**src/rtl/alu_pkg.sv**
```systemverilog
// Shared opcodes, flag bit positions and stage-1 FSM encoding for the pipelined ALU.
package alu_pkg;

  localparam int unsigned OPW  = 4;
  localparam int unsigned FLGW = 4;

  localparam logic [OPW-1:0] OP_ADD = 4'h0;
  localparam logic [OPW-1:0] OP_SUB = 4'h1;
  localparam logic [OPW-1:0] OP_ADC = 4'h2;
  localparam logic [OPW-1:0] OP_SBC = 4'h3;
  localparam logic [OPW-1:0] OP_MUL = 4'h4;
  localparam logic [OPW-1:0] OP_AND = 4'h8;
  localparam logic [OPW-1:0] OP_OR  = 4'h9;
  localparam logic [OPW-1:0] OP_XOR = 4'hA;
  localparam logic [OPW-1:0] OP_NOT = 4'hB;
  localparam logic [OPW-1:0] OP_SHR = 4'hC;
  localparam logic [OPW-1:0] OP_SHL = 4'hD;
  localparam logic [OPW-1:0] OP_ROR = 4'hE;
  localparam logic [OPW-1:0] OP_ROL = 4'hF;

  localparam int unsigned FLG_Z = 0;
  localparam int unsigned FLG_N = 1;
  localparam int unsigned FLG_C = 2;
  localparam int unsigned FLG_V = 3;

  typedef enum logic {
    ST_IDLE = 1'b0,
    ST_MUL  = 1'b1
  } state_t;

  // 0101..0111 are unassigned; MUL exists only when the multiplier is built.
  function automatic logic op_legal(input logic [OPW-1:0] op, input logic mul_en);
    case (op)
      OP_MUL:             return mul_en;
      4'h5, 4'h6, 4'h7:   return 1'b0;
      default:            return 1'b1;
    endcase
  endfunction

  function automatic logic op_sets_cf(input logic [OPW-1:0] op);
    return op inside {OP_ADD, OP_SUB, OP_ADC, OP_SBC, OP_SHR, OP_SHL, OP_ROR, OP_ROL};
  endfunction

endpackage

```
**src/rtl/alu_mul_iter.sv**
```systemverilog
// Iterative shift-add multiplier: W steps after start, holds the low W product bits until acked.
module alu_mul_iter #(
  parameter int unsigned W = 8
) (
  input  logic         ck,
  input  logic         rst_n,
  input  logic         start_i,
  input  logic         ack_i,
  input  logic [W-1:0] a_i,
  input  logic [W-1:0] b_i,
  output logic         busy_o,
  output logic         done_o,
  output logic [W-1:0] p_o
);

  localparam int unsigned CW = $clog2(W + 1);

  logic [W-1:0]  acc_q;
  logic [W-1:0]  mcand_q;
  logic [W-1:0]  mplier_q;
  logic [CW-1:0] cnt_q;
  logic          busy_q;

  assign done_o = busy_q && (cnt_q == '0);
  assign busy_o = busy_q;
  assign p_o    = acc_q;

  always_ff @(posedge ck or negedge rst_n) begin
    if (!rst_n) begin
      acc_q    <= '0;
      mcand_q  <= '0;
      mplier_q <= '0;
      cnt_q    <= '0;
      busy_q   <= 1'b0;
    end else if (start_i) begin
      acc_q    <= '0;
      mcand_q  <= a_i;
      mplier_q <= b_i;
      cnt_q    <= CW'(W);
      busy_q   <= 1'b1;
    end else if (busy_q && (cnt_q != '0)) begin
      if (mplier_q[0]) acc_q <= acc_q + mcand_q;
      mcand_q  <= mcand_q << 1;
      mplier_q <= mplier_q >> 1;
      cnt_q    <= cnt_q - CW'(1);
    end else if (done_o && ack_i) begin
      busy_q <= 1'b0;
    end
  end

endmodule

```
**src/rtl/alu_pipe.sv**
```systemverilog
// Two-stage handshaked ALU: operand register (with iterative MUL) feeding a result register with flags.
module alu_pipe
  import alu_pkg::*;
#(
  parameter int unsigned W      = 8,
  parameter bit          MUL_EN = 1'b1
) (
  input  logic            ck,
  input  logic            rst_n,
  input  logic            in_valid,
  output logic            in_ready,
  input  logic [OPW-1:0]  ctr,
  input  logic [W-1:0]    a,
  input  logic [W-1:0]    b,
  output logic            out_valid,
  input  logic            out_ready,
  output logic [W-1:0]    o,
  output logic [FLGW-1:0] flags,
  output logic            err
);

  state_t         state_q, state_d;
  logic           s1_valid_q;
  logic [OPW-1:0] s1_op_q;
  logic [W-1:0]   s1_a_q, s1_b_q;

  logic            out_valid_q, err_q, cf_q;
  logic [W-1:0]    o_q;
  logic [FLGW-1:0] flags_q;

  logic            accept, mul_start, mul_busy, mul_done, s1_cmpl, s1_move;
  logic [W-1:0]    mul_p;
  logic [W-1:0]    res_d;
  logic [FLGW-1:0] flags_d;
  logic            err_d, cf_d, c_d, v_d, cin;
  logic [W:0]      sum_ext, dif_ext;

  // A non-MUL op is always complete; a MUL is complete once the multiplier reports done.
  assign s1_cmpl   = !mul_busy || mul_done;
  assign s1_move   = s1_valid_q && s1_cmpl && (!out_valid_q || out_ready);
  assign in_ready  = (state_q == ST_IDLE) && (!s1_valid_q || s1_move);
  assign accept    = in_valid && in_ready;
  assign mul_start = accept && (ctr == OP_MUL) && MUL_EN;

  if (MUL_EN) begin : g_mul
    alu_mul_iter #(.W(W)) u_mul (
      .ck      (ck),
      .rst_n   (rst_n),
      .start_i (mul_start),
      .ack_i   (s1_move),
      .a_i     (a),
      .b_i     (b),
      .busy_o  (mul_busy),
      .done_o  (mul_done),
      .p_o     (mul_p)
    );
  end else begin : g_no_mul
    assign mul_busy = 1'b0;
    assign mul_done = 1'b0;
    assign mul_p    = '0;
  end

  always_comb begin
    state_d = state_q;
    case (state_q)
      ST_IDLE: if (mul_start) state_d = ST_MUL;
      ST_MUL:  if (s1_move)   state_d = ST_IDLE;
    endcase
  end

  // cf_q already reflects every older op: results are computed as they enter the result register.
  assign cin     = ((s1_op_q == OP_ADC) || (s1_op_q == OP_SBC)) ? cf_q : 1'b0;
  assign sum_ext = {1'b0, s1_a_q} + {1'b0, s1_b_q} + {{W{1'b0}}, cin};
  assign dif_ext = {1'b0, s1_a_q} - {1'b0, s1_b_q} - {{W{1'b0}}, cin};

  always_comb begin
    res_d   = '0;
    c_d     = 1'b0;
    v_d     = 1'b0;
    flags_d = '0;
    case (s1_op_q)
      OP_ADD, OP_ADC: begin
        res_d = sum_ext[W-1:0];
        c_d   = sum_ext[W];
        v_d   = (s1_a_q[W-1] == s1_b_q[W-1]) && (res_d[W-1] != s1_a_q[W-1]);
      end
      OP_SUB, OP_SBC: begin
        res_d = dif_ext[W-1:0];
        c_d   = dif_ext[W];
        v_d   = (s1_a_q[W-1] != s1_b_q[W-1]) && (res_d[W-1] != s1_a_q[W-1]);
      end
      OP_MUL: res_d = mul_p;
      OP_AND: res_d = s1_a_q & s1_b_q;
      OP_OR:  res_d = s1_a_q | s1_b_q;
      OP_XOR: res_d = s1_a_q ^ s1_b_q;
      OP_NOT: res_d = ~s1_a_q;
      OP_SHR: begin res_d = {1'b0, s1_a_q[W-1:1]};         c_d = s1_a_q[0];   end
      OP_SHL: begin res_d = {s1_a_q[W-2:0], 1'b0};         c_d = s1_a_q[W-1]; end
      OP_ROR: begin res_d = {s1_a_q[0], s1_a_q[W-1:1]};    c_d = s1_a_q[0];   end
      OP_ROL: begin res_d = {s1_a_q[W-2:0], s1_a_q[W-1]};  c_d = s1_a_q[W-1]; end
      default: ;
    endcase
    err_d = !op_legal(s1_op_q, MUL_EN);
    if (err_d) begin
      res_d = '0;
      c_d   = 1'b0;
      v_d   = 1'b0;
    end else begin
      flags_d[FLG_Z] = (res_d == '0);
      flags_d[FLG_N] = res_d[W-1];
      flags_d[FLG_C] = c_d;
      flags_d[FLG_V] = v_d;
    end
    cf_d = (!err_d && op_sets_cf(s1_op_q)) ? c_d : cf_q;
  end

  always_ff @(posedge ck or negedge rst_n) begin
    if (!rst_n) state_q <= ST_IDLE;
    else        state_q <= state_d;
  end

  always_ff @(posedge ck or negedge rst_n) begin
    if (!rst_n) begin
      s1_valid_q <= 1'b0;
      s1_op_q    <= '0;
      s1_a_q     <= '0;
      s1_b_q     <= '0;
    end else if (accept) begin
      s1_valid_q <= 1'b1;
      s1_op_q    <= ctr;
      s1_a_q     <= a;
      s1_b_q     <= b;
    end else if (s1_move) begin
      s1_valid_q <= 1'b0;
    end
  end

  // Result register holds its contents until the consumer takes them.
  always_ff @(posedge ck or negedge rst_n) begin
    if (!rst_n) begin
      out_valid_q <= 1'b0;
      o_q         <= '0;
      flags_q     <= '0;
      err_q       <= 1'b0;
      cf_q        <= 1'b0;
    end else if (s1_move) begin
      out_valid_q <= 1'b1;
      o_q         <= res_d;
      flags_q     <= flags_d;
      err_q       <= err_d;
      cf_q        <= cf_d;
    end else if (out_ready) begin
      out_valid_q <= 1'b0;
    end
  end

  assign out_valid = out_valid_q;
  assign o         = o_q;
  assign flags     = flags_q;
  assign err       = err_q;

endmodule
```
**config.mk**
```make
export PLATFORM = sky130hd
export DESIGN_NAME = alu_pipe
export DESIGN_NICKNAME = d
export VERILOG_FILES = /design/src/rtl/alu_pkg.sv /design/src/rtl/alu_mul_iter.sv /design/src/rtl/alu_pipe.sv
export SDC_FILE = /design/constraint.sdc
export NUM_CORES = 1
export LEC_CHECK = 0
export CORE_MARGIN = 8
export CORE_UTILIZATION = 55
export DETAILED_ROUTE_END_ITERATION = 10
export PLACE_DENSITY = 0.76
export SETUP_SLACK_MARGIN = 0.5
export SLEW_MARGIN = 10
export SYNTH_ARGS = -nofsm -noshare
export SYNTH_HDL_FRONTEND = slang
export SYNTH_SLANG_ARGS = --single-unit
```
**constraint.sdc**
```tcl
create_clock -name ck -period 8.6 [get_ports ck]
set_input_delay 1.72 -clock ck [delete_from_list [all_inputs] [get_ports ck]]
set_output_delay 1.72 -clock ck [all_outputs]
set_load 0.05 [all_outputs]
```
=== Word-level counts from Yosys, hierarchy flattened ===
Index checks and enable logic that the tools add are counted.

* Bits in writable memories: 0
* ROM bits: 0
* Logic and storage cells: 110
* Latch bits: 0
* Output and inout bits: 15
* Memories kept: 0
* Input port bits: 24
* Flip-flop bits (word level): 66

* $mul: 0
* Divide/modulo/power cells: 0
* Shift-type cells: 0
* Mux-type cells: 26
* Reduce and logical (&&, ||, !) cells: 37
* $add $sub $neg: 6
* Order comparisons: 0
* Bitwise operators: 5
* Eq/ne operators: 21

{| class="wikitable"
|+ Operator list
! operator !! number
|-
| $pmux 8 s11 || 1
|-
| $mux 8 || 8
|-
| $eq 4x4->1 const B || 8
|-
| $eq 4x3->1 const B || 5
|-
| $mux 4 || 3
|-
| $logic_and 1x1->1 || 11
|-
| $mux 1 || 11
|-
| $reduce_bool 2->1 || 5
|-
| $add 8x8->9 || 1
|-
| $add 9x1->9 || 1
|-
| $sub 8x8->9 || 1
|-
| $sub 9x1->9 || 1
|-
| $add 8x8->8 || 1
|-
| $and 8x8->8 || 1
|-
| $eq 4x2->1 const B || 2
|-
| $logic_not 4->1 || 2
|-
| $logic_not 8->1 || 1
|-
| $not 8->8 || 1
|-
| $or 8x8->8 || 1
|-
| $reduce_bool 8->1 || 1
|-
| $reduce_or 2->1 || 4
|-
| $xor 8x8->8 || 1
|-
| $reduce_and 2->1 || 3
|-
| $eq 4x1->1 const B || 1
|-
| 11 further kinds || 20
|}

=== Depth between registers and ports, before layout ===
Gate-level depths: netlist of run 1.

* Word-level depth: 11
* Depth in mapped cells: 15
* Gate-level depth less buffers: 14

=== Hierarchy ===
Synthesis of run 1 repeated with hierarchy kept, for this count alone.

* Cells, all modules: 493
* Area total of the unflattened synthesis: 4729.5 um^2

{| class="wikitable"
|+ By module, submodules not included
! module !! instances !! seq. area each (um^2) !! area each (um^2) !! cells an instance
|-
| alu_pipe || 1 || 900.9 || 3105.5 || 329
|-
| alu_mul_iter || 1 || 725.7 || 1624.1 || 164
|}

=== Worst setup path before layout of run 1 ===
No wires, ideal clock.

* Path type: input-to-output
* From: in out_ready
* To: out in_ready
* Required time: 6.880 ns
* Path buffers: 0
* Slack: 3.979 ns
* Stages: 3
* Data arrival time: 2.901 ns
* Cells stage by stage: nand2b_1 -> nand3_4 -> a21oi_1

* Longest elaborated chain between the ends: 4

{| class="wikitable"
|+ RTL lines
! item !! line !! text
|-
| start: declaration || alu_pipe.sv:16 || <nowiki>input logic out_ready,</nowiki>
|-
| $logic_or 1x1->1 || alu_pipe.sv:40 || <nowiki>assign s1_move = s1_valid_q && s1_cmpl && (!out_valid_q || out_ready);</nowiki>
|-
| $logic_and 1x1->1 || alu_pipe.sv:40 ||
|-
| $logic_or 1x1->1 || alu_pipe.sv:41 || <nowiki>assign in_ready = (state_q == ST_IDLE) && (!s1_valid_q || s1_move);</nowiki>
|-
| $logic_and 1x1->1 || alu_pipe.sv:41 ||
|-
| end: declaration || alu_pipe.sv:11 || <nowiki>output logic in_ready,</nowiki>
|}

No other way between the ends.

=== Worst setup path in the final report of run 1 ===
Ends and elaborated chain as after synthesis.

==> out/metrics.cfg, run 1 <==
[routing]
ant_nets = 0
drt_iter0_drc = 239
finalWirelength_um = 11000
via_count = 3768
drt-pass1-iter-count = 6
avgRoutedWirePerCell_um = 17.1
vias_per_cell = 5.84
drc_errors = 0

[floorplanning]
die_w_um = 107
dieArea_um2 = 11500
fp.dieH_um = 107
num_rows = 33
io_pins = 39
initial_core_util_pct = 56.2
coreArea_um2 = 8130

[placed_design]
dp_hpwl_um = 8360
gp_congestion = 0.927
numPortBuffers = 38

[setup_path]
regToRegStartpoint = s1_op_q[2]
rrSetupSlack_ps = 4720
ff2ff_path_depth = 13
path_common_cell = clkdlybuf4s50_1
cp-end-kind = output pin
crit_required_ps = 6880
crit_path_top_delay_cell = clkdlybuf4s50_1
critical_path.max_stage_delay_ps = 830
cp_data_arrival_time_ps = 3680
r2r-end = flags[0]
worstPathCellList = clkdlybuf4s50_1, nand2b_1, nand3_4, a21oi_1, clkdlybuf4s50_1
path_class = in2out
setup.worst_path.start_class = input pin
cp_max_fo = 19

[logic_synthesis]
synth.area.top_cells = dfrtp_1 (36%), ha_1 (12%), nand2_1 (6.8%), o21ai_0 (6.4%), inv_1 (3.6%)
synth_cells = 507
yosys.cell_types.count = 61
syn_nets = 579
synth_area_leader_cell = dfrtp_1
ys_seq_area_share_pct = 35.6
yosys_most_used_dff = dfrtp_1
syn_avg_cell_area_um2 = 9.01
ys_warn_count = 0
async_flop_share_pct = 100
netlist_area_um2 = 4570
synth-edff-count = 0
ys_ff_latch = 65
synth_top_area_share_pct = 35.6

[timing]
slew_headroom_pct = 22.9
hold_violations = 0
max_slew.worst_pin.slew_ps = 1160
rsz0062_at_grt = no
fin_crit_sh_pct = 62.8
fmax_mhz = 185
setup-tns-final_ps = 0
hold-worst-slack_ps = 484
fin_skew_ps = 9.81
drv_slew = 0
fin_crit_ps = 5400
setup_viol = 0

[global_routing]
grt_pass1_vias = 3739
grt_max_degree = 66
gr-usage-all-layers_pct = 19.9
antenna_found_initial = 0
overflow = 0
grt_pass1_wl_um = 18400

[final_layout]
drive_gt1_share_pct = 7.22
nets = 608
antennaDiodeCount = 0
area_delta_synth_final_pct = 14.1

[worst_hold_path]
holdPathEnd = flags[2]
whs_path_depth = 2
min_from = flags[2]
hp-class = reg2reg

[clocking]
path_clk_slew_ps = 70
root_buffer = clkbuf_8
clk_latency_ps = 350
cts_buffers = 9
cts_tree = built
cts.repair.resized = 0
clock_path_buffers = 2
clock-sinks = 65
h-tree-depth = 3
ctsHoldBuffers = 0
postCtsSetupBuffers = 0

[power]
pwr-share-clk_pct = 12.5
combinationalPowerShare_pct = 63.9
p_seq_share_pct = 23.6
ir_worst_vdd_uv = 208
p_sw_share_pct = 48.2
p_int_mw = 1.21
leakage_nw = 2.33
power.switching_mw = 1.12
power_density_nw_per_um2 = 446

[status]
run_status = finished, final reports clean

[run]
cap_violations = 0

==> synthesized netlist by cell type (5+ instances only) <==
cell and count:
nand2_1 83, dfrtp_1 65, o21ai_0 58, inv_1 44, ha_1 43, nor2_1 21, a21oi_1 19, clkbuf_1 16
mux2i_1 16, xor2_1 9, nor3_1 8, nor2b_1 7, xnor2_1 7, a22o_1 6, nand3_1 6, a222oi_1 5
a22oi_1 5, buf_2 5, fa_1 5, nand2b_1 5
==> sequential cells by signal (all words and copies together), names as in the netlist, 4 cells and up <==
signal / cells
g_mul.u_mul.mcand_q: 8
g_mul.u_mul.mplier_q: 8
g_mul.u_mul.p_o: 8
s1_a_q: 8
s1_b_q: 8
o: 7
flags: 4
g_mul.u_mul.cnt_q: 4
s1_op_q: 4
==> critical path: cells and delay by family <==
kind	cells	cell delay [ps]
buffers and inverters	2	1270
and+or+nand+nor	2	440
AOI/OAI and AO/OA	1	240
==> placed cells by master (no fill, tap or decap), types with 3 or more instances in the layout <==
cell,count
nand2_1,83
dfrtp_1,65
o21ai_0,58
inv_1,44
ha_1,43
clkdlybuf4s50_1,37
nor2_1,21
a21oi_1,19
mux2i_1,16
xor2_1,9
clkbuf_8,9
nor3_1,8
nor2b_1,7
xnor2_1,7
nand3_1,6
a22o_1,6
nand2b_1,5
a222oi_1,5
a22oi_1,5
fa_1,5
o22ai_1,4
a211oi_1,4
a21o_1,4
o211ai_1,4
a31oi_1,4
mux2_2,4
buf_4,4
or3_1,3
and2_1,3
mux4_2,3
==> through the flow <==
step / util [%] / area, um2 / power [mW] / instances / setup WS [ps]
floorplan: - / 4570 / 1.68 / 507 / 3980
global placement: 61.4 / 5000 / 1.98 / 630 / 3230
detailed placement: 61.4 / 5000 / 2.03 / 630 / 3190
CTS: 64.1 / 5210 / 2.33 / 645 / 3190
global route: 64.1 / 5210 / 2.52 / 645 / 3050
finish: 64.1 / 5210 / 2.33 / 645 / 3200
==> logic make-up after synthesis <==
| group | Yosys count | share of synthesized area, % |
|---|---|---|
| muxes | 23 | 5.97 |
| and+or+nand+nor | 152 | 15.4 |
| buffers and inverters | 68 | 5.97 |
| xor gates and xnor gates | 17 | 3.56 |
| AOI/OAI and AO/OA | 134 | 19.5 |
| DFF | 65 | 35.6 |
| adders and majority gates | 48 | 14.0 |
==> routing by layer <==
layer | vias up | global-route usage [%] | share of wire [%]
met4 | 0 | 7.94 | 2.4
met2 | 135 | 32.5 | 47
met5 | - | 0 | 0
met1 | 1793 | 25.2 | 44
met3 | 21 | 3.84 | 6.6
li1 | 1819 | - | -
==> power groups by stage <==
stage          Combinational (mW)  Clock, mW  Sequential [mW]
2_1_floorplan                1.10          0            0.583
3_3_place_gp                 1.43          0            0.551
3_5_place_dp                 1.48          0            0.556
4_1_cts                      1.49      0.293            0.551
5_1_grt                      1.64      0.308            0.566
6_report                     1.49      0.291            0.550
==> how the worst max path moves through the flow <==
stage                          end  startpoint  depth (start not counted)
after floorplan           in_ready   out_ready                          3
after global placement    in_ready   out_ready                          5
after detailed placement  in_ready   out_ready                          5
after CTS                 in_ready   out_ready                          5
after global routing      in_ready   out_ready                          5
final                     in_ready   out_ready                          5
==> layout make-up <==
type                    count  area [um2]
multi-input cells         374        2670
flip-flops and latches     65        1630
inverters                  44         165
repair buffers             42         405
fillers                   705        2920
well taps                 105         131
clock buffers               9         124
clock inverters             6        91.3
No activity file was read; power rests on OpenSTA's default activity.
==> run 2, diff against run 1 <==
- clock period: 8.6 -> 5.05 ns (I/O delays scaled with it)
==> out/metrics.cfg, run 2 (synthesis results as in run 1) <==
[status]
run_status = finished, final reports clean  ; unchanged

[power]
leakage_nw = 2.33  ; about the same
power_mw = 3.98  ; was 2.33 mW
power_density_nw_per_um2 = 763  ; was 446 nW/um2
ir_worst_vdd_uv = 338  ; was 208 uV

[setup_path]
cp_max_fo = 19  ; unchanged
setup.worst_path.start_class = input pin  ; unchanged
crit_path_top_delay_cell = clkdlybuf4s50_1  ; unchanged
critical_path.max_stage_delay_ps = 840  ; was 830 ps
critical_path.top_delay_family = buffers and inverters  ; unchanged
ff2ff_path_depth = 13  ; unchanged
cp_data_arrival_time_ps = 3010  ; was 3680 ps
path_common_cell = clkdlybuf4s50_1  ; unchanged
crit_required_ps = 4040  ; was 6880 ps
cp-end-kind = output pin  ; unchanged
cp_num_buf_inv = 2  ; unchanged
worstPathCellList = clkdlybuf4s50_1, nand2b_1, nand3_4, a21oi_1, clkdlybuf4s50_1  ; unchanged
path_class = in2out  ; unchanged
cp.depth = 5  ; unchanged

[clocking]
postCtsSetupBuffers = 0  ; unchanged
clock_path_buffers = 2  ; unchanged
clock-sinks = 65  ; unchanged
root_buffer = clkbuf_8  ; unchanged
cts_buffers = 9  ; unchanged
cts.repair.resized = 0  ; unchanged
cts_tree = built  ; unchanged
path_clk_slew_ps = 70  ; about the same
h-tree-depth = 3  ; unchanged
clk_latency_ps = 340  ; was 350 ps
ctsHoldBuffers = 0  ; unchanged

[placed_design]
placed_cells = 631  ; was 630
post_dp_cell_area_um2 = 5000  ; about the same
dp_slack_ps = 1020  ; was 3190 ps
dp_hpwl_um = 8530  ; was 8360 um
numPortBuffers = 38  ; unchanged
gp_congestion = 0.950  ; was 0.927

[final_layout]
layout.cells.non_filler = 646  ; was 645
drive_gt1_share_pct = 7.39  ; was 7.22%
fin_util_pct = 64.2  ; was 64.1%
nFillCells = 725  ; was 705
nets = 609  ; was 608
fin_area_um2 = 5220  ; was 5210 um2
antennaDiodeCount = 0  ; unchanged
final_common_cell = nand2_1  ; unchanged
area_delta_synth_final_pct = 14.3  ; was 14.1%
mostFrequentLayoutCells = nand2_1 (83), dfrtp_1 (65), o21ai_0 (58)  ; unchanged

[global_routing]
grt_max_degree = 48  ; was 66
overflow = 0  ; unchanged
antenna_found_initial = 0  ; unchanged
grt_pass1_vias = 3826  ; was 3,739
gr-usage-all-layers_pct = 20.6  ; was 19.9%
grt_pass1_wl_um = 18700  ; was 18,400 um

[timing]
hold_violations = 0  ; unchanged
fin_skew_ps = 10.8  ; was 9.81 ps
rsz0062_at_grt = no  ; unchanged
setup_viol = 0  ; unchanged
fin_crit_sh_pct = 79.6
drv_slew = 0  ; unchanged
fmax_mhz = 249
max_slew.worst_pin.slew_ps = 909  ; was 1160 ps
slew_headroom_pct = 38.9  ; was 22.9%
hold-worst-slack_ps = 483  ; was 484 ps
fin_crit_ps = 4020
setup-tns-final_ps = 0  ; unchanged
fin_ws_ps = 1030  ; was 3200 ps

[floorplanning]
coreArea_um2 = 8130  ; unchanged
initial_core_util_pct = 56.2  ; unchanged
dieArea_um2 = 11500  ; unchanged
die_w_um = 107  ; unchanged
num_rows = 33  ; unchanged
io_pins = 39  ; unchanged
fp.dieH_um = 107  ; unchanged

[worst_hold_path]
hp-class = reg2reg  ; unchanged
whs_path_depth = 2  ; unchanged

[routing]
vias_per_cell = 5.88  ; was 5.84
drt_iter0_drc = 322  ; was 239
ant_nets = 0  ; unchanged
finalWirelength_um = 11300  ; was 11,000 um
drt-pass1-iter-count = 5  ; was 6
avgRoutedWirePerCell_um = 17.5  ; was 17.1 um
via_count = 3797  ; was 3,768
drc_errors = 0  ; unchanged

[run]
cap_violations = 0  ; unchanged

==> run 2: changes by cell type in the layout (fill, tap and decap cells not counted) <==
| cell | delta |
|---|---|
| buf_4 | +1 |
==> run 2: path summary, 6_finish.rpt <==
path / start / endpoint / slack, ps
max in group asynchronous: rst_n / s1_b_q[4] / 3500
min: err / err / 480
min in group asynchronous: rst_n / g_mul.u_mul.busy_o / 590
min reg2reg: err / err / 480
max reg2reg: s1_op_q[2] / flags[0] / 1260
max: out_ready / in_ready / 1030
==> run 2: layout make-up <==
type	count	area [um2]	share of cell area [%]
well taps	105	131	2.52
inverters	44	165	3.16
multi-input cells	374	2670	51.1
flip-flops and latches	65	1630	31.2
repair buffers	43	413	7.91
clock inverters	6	91.3	1.75
clock buffers	9	124	2.37
==> run 2: tightest hold or removal path: cells and delay by family (launching register included) <==
family | cells | cell delay (ps)
flops | 1 | 350
simple gates | 1 | 40
compound gates | 1 | 60
==> run 2: per-layer routing <==
| metal | wire length [um] | vias to the layer above | part of all wire [%] | track usage, % |
|---|---|---|---|---|
| met5 | 0 | - | 0 | 0 |
| met4 | 245 | 0 | 2.2 | 8.74 |
| met3 | 735 | 20 | 6.5 | 4.26 |
| met2 | 5420 | 124 | 48 | 34.0 |
| met1 | 4920 | 1835 | 43 | 25.6 |
| li1 | - | 1818 | - | - |
==> run 2: power breakdown <==
part           switching [mW]  internal, mW
logic                    1.49          1.05
clock network           0.220         0.278
registers               0.219         0.721
total                    1.93          2.05
==> run 3, diff against run 2 <==
- clock period: 5.05 -> 4.05 ns (I/O delays scaled with it)
==> out/metrics.cfg, run 3 (synthesis results as in run 1) <==
[status]
run_status = finished, final reports clean  ; unchanged

[timing]
hold_violations = 0  ; unchanged
max_slew.worst_pin.slew_ps = 973  ; was 909 ps
setup_viol = 0  ; unchanged
hold-worst-slack_ps = 487  ; was 483 ps
fin_crit_ps = 3300
drv_slew = 0  ; unchanged
fin_crit_sh_pct = 81.6
rsz0062_at_grt = no  ; unchanged
fin_skew_ps = 17.5  ; was 10.8 ps
setup-tns-final_ps = 0  ; unchanged
fmax_mhz = 303
slew_headroom_pct = 35.2  ; was 38.9%

[run]
cap_violations = 0  ; unchanged

[clocking]
clock_path_buffers = 2  ; unchanged
clk_latency_ps = 350  ; was 340 ps
cts.repair.resized = 0  ; unchanged
cts_buffers = 9  ; unchanged
h-tree-depth = 3  ; unchanged
path_clk_slew_ps = 80  ; was 70 ps
root_buffer = clkbuf_8  ; unchanged
clock-sinks = 65  ; unchanged
ctsHoldBuffers = 0  ; unchanged
cts_tree = built  ; unchanged
postCtsSetupBuffers = 0  ; unchanged

[routing]
via_count = 3874  ; was 3,797
wl_met3_um = 714  ; was 735 um
avgRoutedWirePerCell_um = 18.2  ; was 17.5 um
vias_per_cell = 5.96  ; was 5.88
dr.max_layer_used = met4  ; unchanged
drt-met1-wl_um = 5280  ; was 4920 um
wl_met2_um = 5530  ; was 5420 um
ant_nets = 0  ; unchanged
drt_iter0_drc = 215  ; was 322
drt-pass1-iter-count = 4  ; was 5
drc_errors = 0  ; unchanged
finalWirelength_um = 11800  ; was 11,300 um

[power]
ir_worst_vdd_uv = 438  ; was 338 uV
power_density_nw_per_um2 = 948  ; was 763 nW/um2
power_mw = 4.95  ; was 3.98 mW
leakage_nw = 2.33  ; about the same

[setup_path]
cp_data_arrival_time_ps = 3550  ; was 3010 ps
critical_path.max_stage_delay_ps = 530  ; was 840 ps
cp_max_fo = 4  ; was 19
cp-end-kind = flip-flop  ; was output pin
crit_path_top_delay_cell = fa_1  ; was clkdlybuf4s50_1
regToRegStartpoint = s1_op_q[3]  ; was s1_op_q[2]
path_common_cell = inv_1  ; was clkdlybuf4s50_1
startpoint = s1_op_q[3]  ; was out_ready
worstPathCellList = inv_1, ha_1, nand3_1, inv_1, fa_1, inv_1, ha_1, o21ai_1, a211oi_1, a21o_1, a21oi_2, xnor2_1, a221o_1, o41ai_2  ; was clkdlybuf4s50_1, nand2b_1, nand3_4, a21oi_1, clkdlybuf4s50_1
path_class = reg2reg  ; was in2out
crit_required_ps = 4290  ; was 4040 ps
setup.worst_path.start_class = flip-flop  ; was input pin

[floorplanning]
coreArea_um2 = 8130  ; unchanged
initial_core_util_pct = 56.2  ; unchanged
io_pins = 39  ; unchanged
fp.dieH_um = 107  ; unchanged
dieArea_um2 = 11500  ; unchanged
die_w_um = 107  ; unchanged
num_rows = 33  ; unchanged

[placed_design]
gp_congestion = 0.909  ; was 0.950
post_dp_cell_area_um2 = 5040  ; was 5000 um2
dp_hpwl_um = 9140  ; was 8530 um
numPortBuffers = 38  ; unchanged

[final_layout]
final_common_cell = nand2_1  ; unchanged
mostFrequentLayoutCells = nand2_1 (83), dfrtp_1 (65), o21ai_0 (57)  ; was nand2_1 (83), dfrtp_1 (65), o21ai_0 (58)
nets = 612  ; was 609
nFillCells = 699  ; was 725
area_delta_synth_final_pct = 14.2  ; was 14.3%
fin_area_um2 = 5220  ; about the same
drive_gt1_share_pct = 8.07  ; was 7.39%
antennaDiodeCount = 0  ; unchanged

[global_routing]
grt_pass1_vias = 3936  ; was 3,826
gr-usage-all-layers_pct = 21.6  ; was 20.6%
grt_pass1_wl_um = 19700  ; was 18,700 um
grt_max_degree = 45  ; was 48
antenna_found_initial = 0  ; unchanged
overflow = 0  ; unchanged

[worst_hold_path]
min_from = flags[2]  ; was err
hp-class = reg2reg  ; unchanged

-- run 3: layout make-up --
class | count | area, um2 | area share [%]
inverter | 44 | 165 | 3.17
timing repair buffer | 46 | 445 | 8.54
clock inverter | 5 | 38.8 | 0.743
tap | 105 | 131 | 2.52
multi-input combinational | 374 | 2670 | 51.2
clock buffer | 11 | 141 | 2.71
sequential | 65 | 1630 | 31.2
-- run 3: stage by stage --
| step | setup WS, ps | instances | utilization [%] |
|---|---|---|---|
| floorplan | 753 | 507 | - |
| global placement | 837 | 634 | 61.9 |
| detailed placement | 685 | 634 | 61.9 |
| CTS | 667 | 650 | 64.1 |
| global route | 518 | 650 | 64.1 |
| finish | 745 | 650 | 64.1 |
-- run 3: worst max-delay path: cells and delay by family (launching register included) --
family | cells | cell delay [ps]
AO/OA/AOI/OAI | 6 | 1390
XOR/XNOR | 1 | 80
adder cells (fa/ha/maj) | 3 | 900
buffers and inverters | 3 | 240
flip-flops | 1 | 420
AND/OR/NAND/NOR | 1 | 170
-- run 3: power breakdown --
part / total (mW) / internal, mW / switching (mW)
sequential: 1.19 / 0.896 / 0.294
clock: 0.522 / 0.244 / 0.278
combinational: 3.23 / 1.35 / 1.88
-- run 3: worst paths after layout --
check,slack [ps],depth (start not counted),end
setup / recovery,750,14,flags[0]
hold / removal,490,2,flags[2]
setup reg to reg,750,14,flags[0]
hold reg to reg,490,2,flags[2]
max in group asynchronous,2600,2,s1_b_q[4]
min in group asynchronous,580,1,g_mul.u_mul.cnt_q[0]
-- run 3: routing by layer --
| metal | vias to the layer above | GRT usage [%] |
|---|---|---|
| met2 | 144 | 35.0 |
| met3 | 27 | 4.26 |
| met5 | - | 0 |
| met1 | 1868 | 27.5 |
| li1 | 1835 | - |
| met4 | 0 | 8.94 |
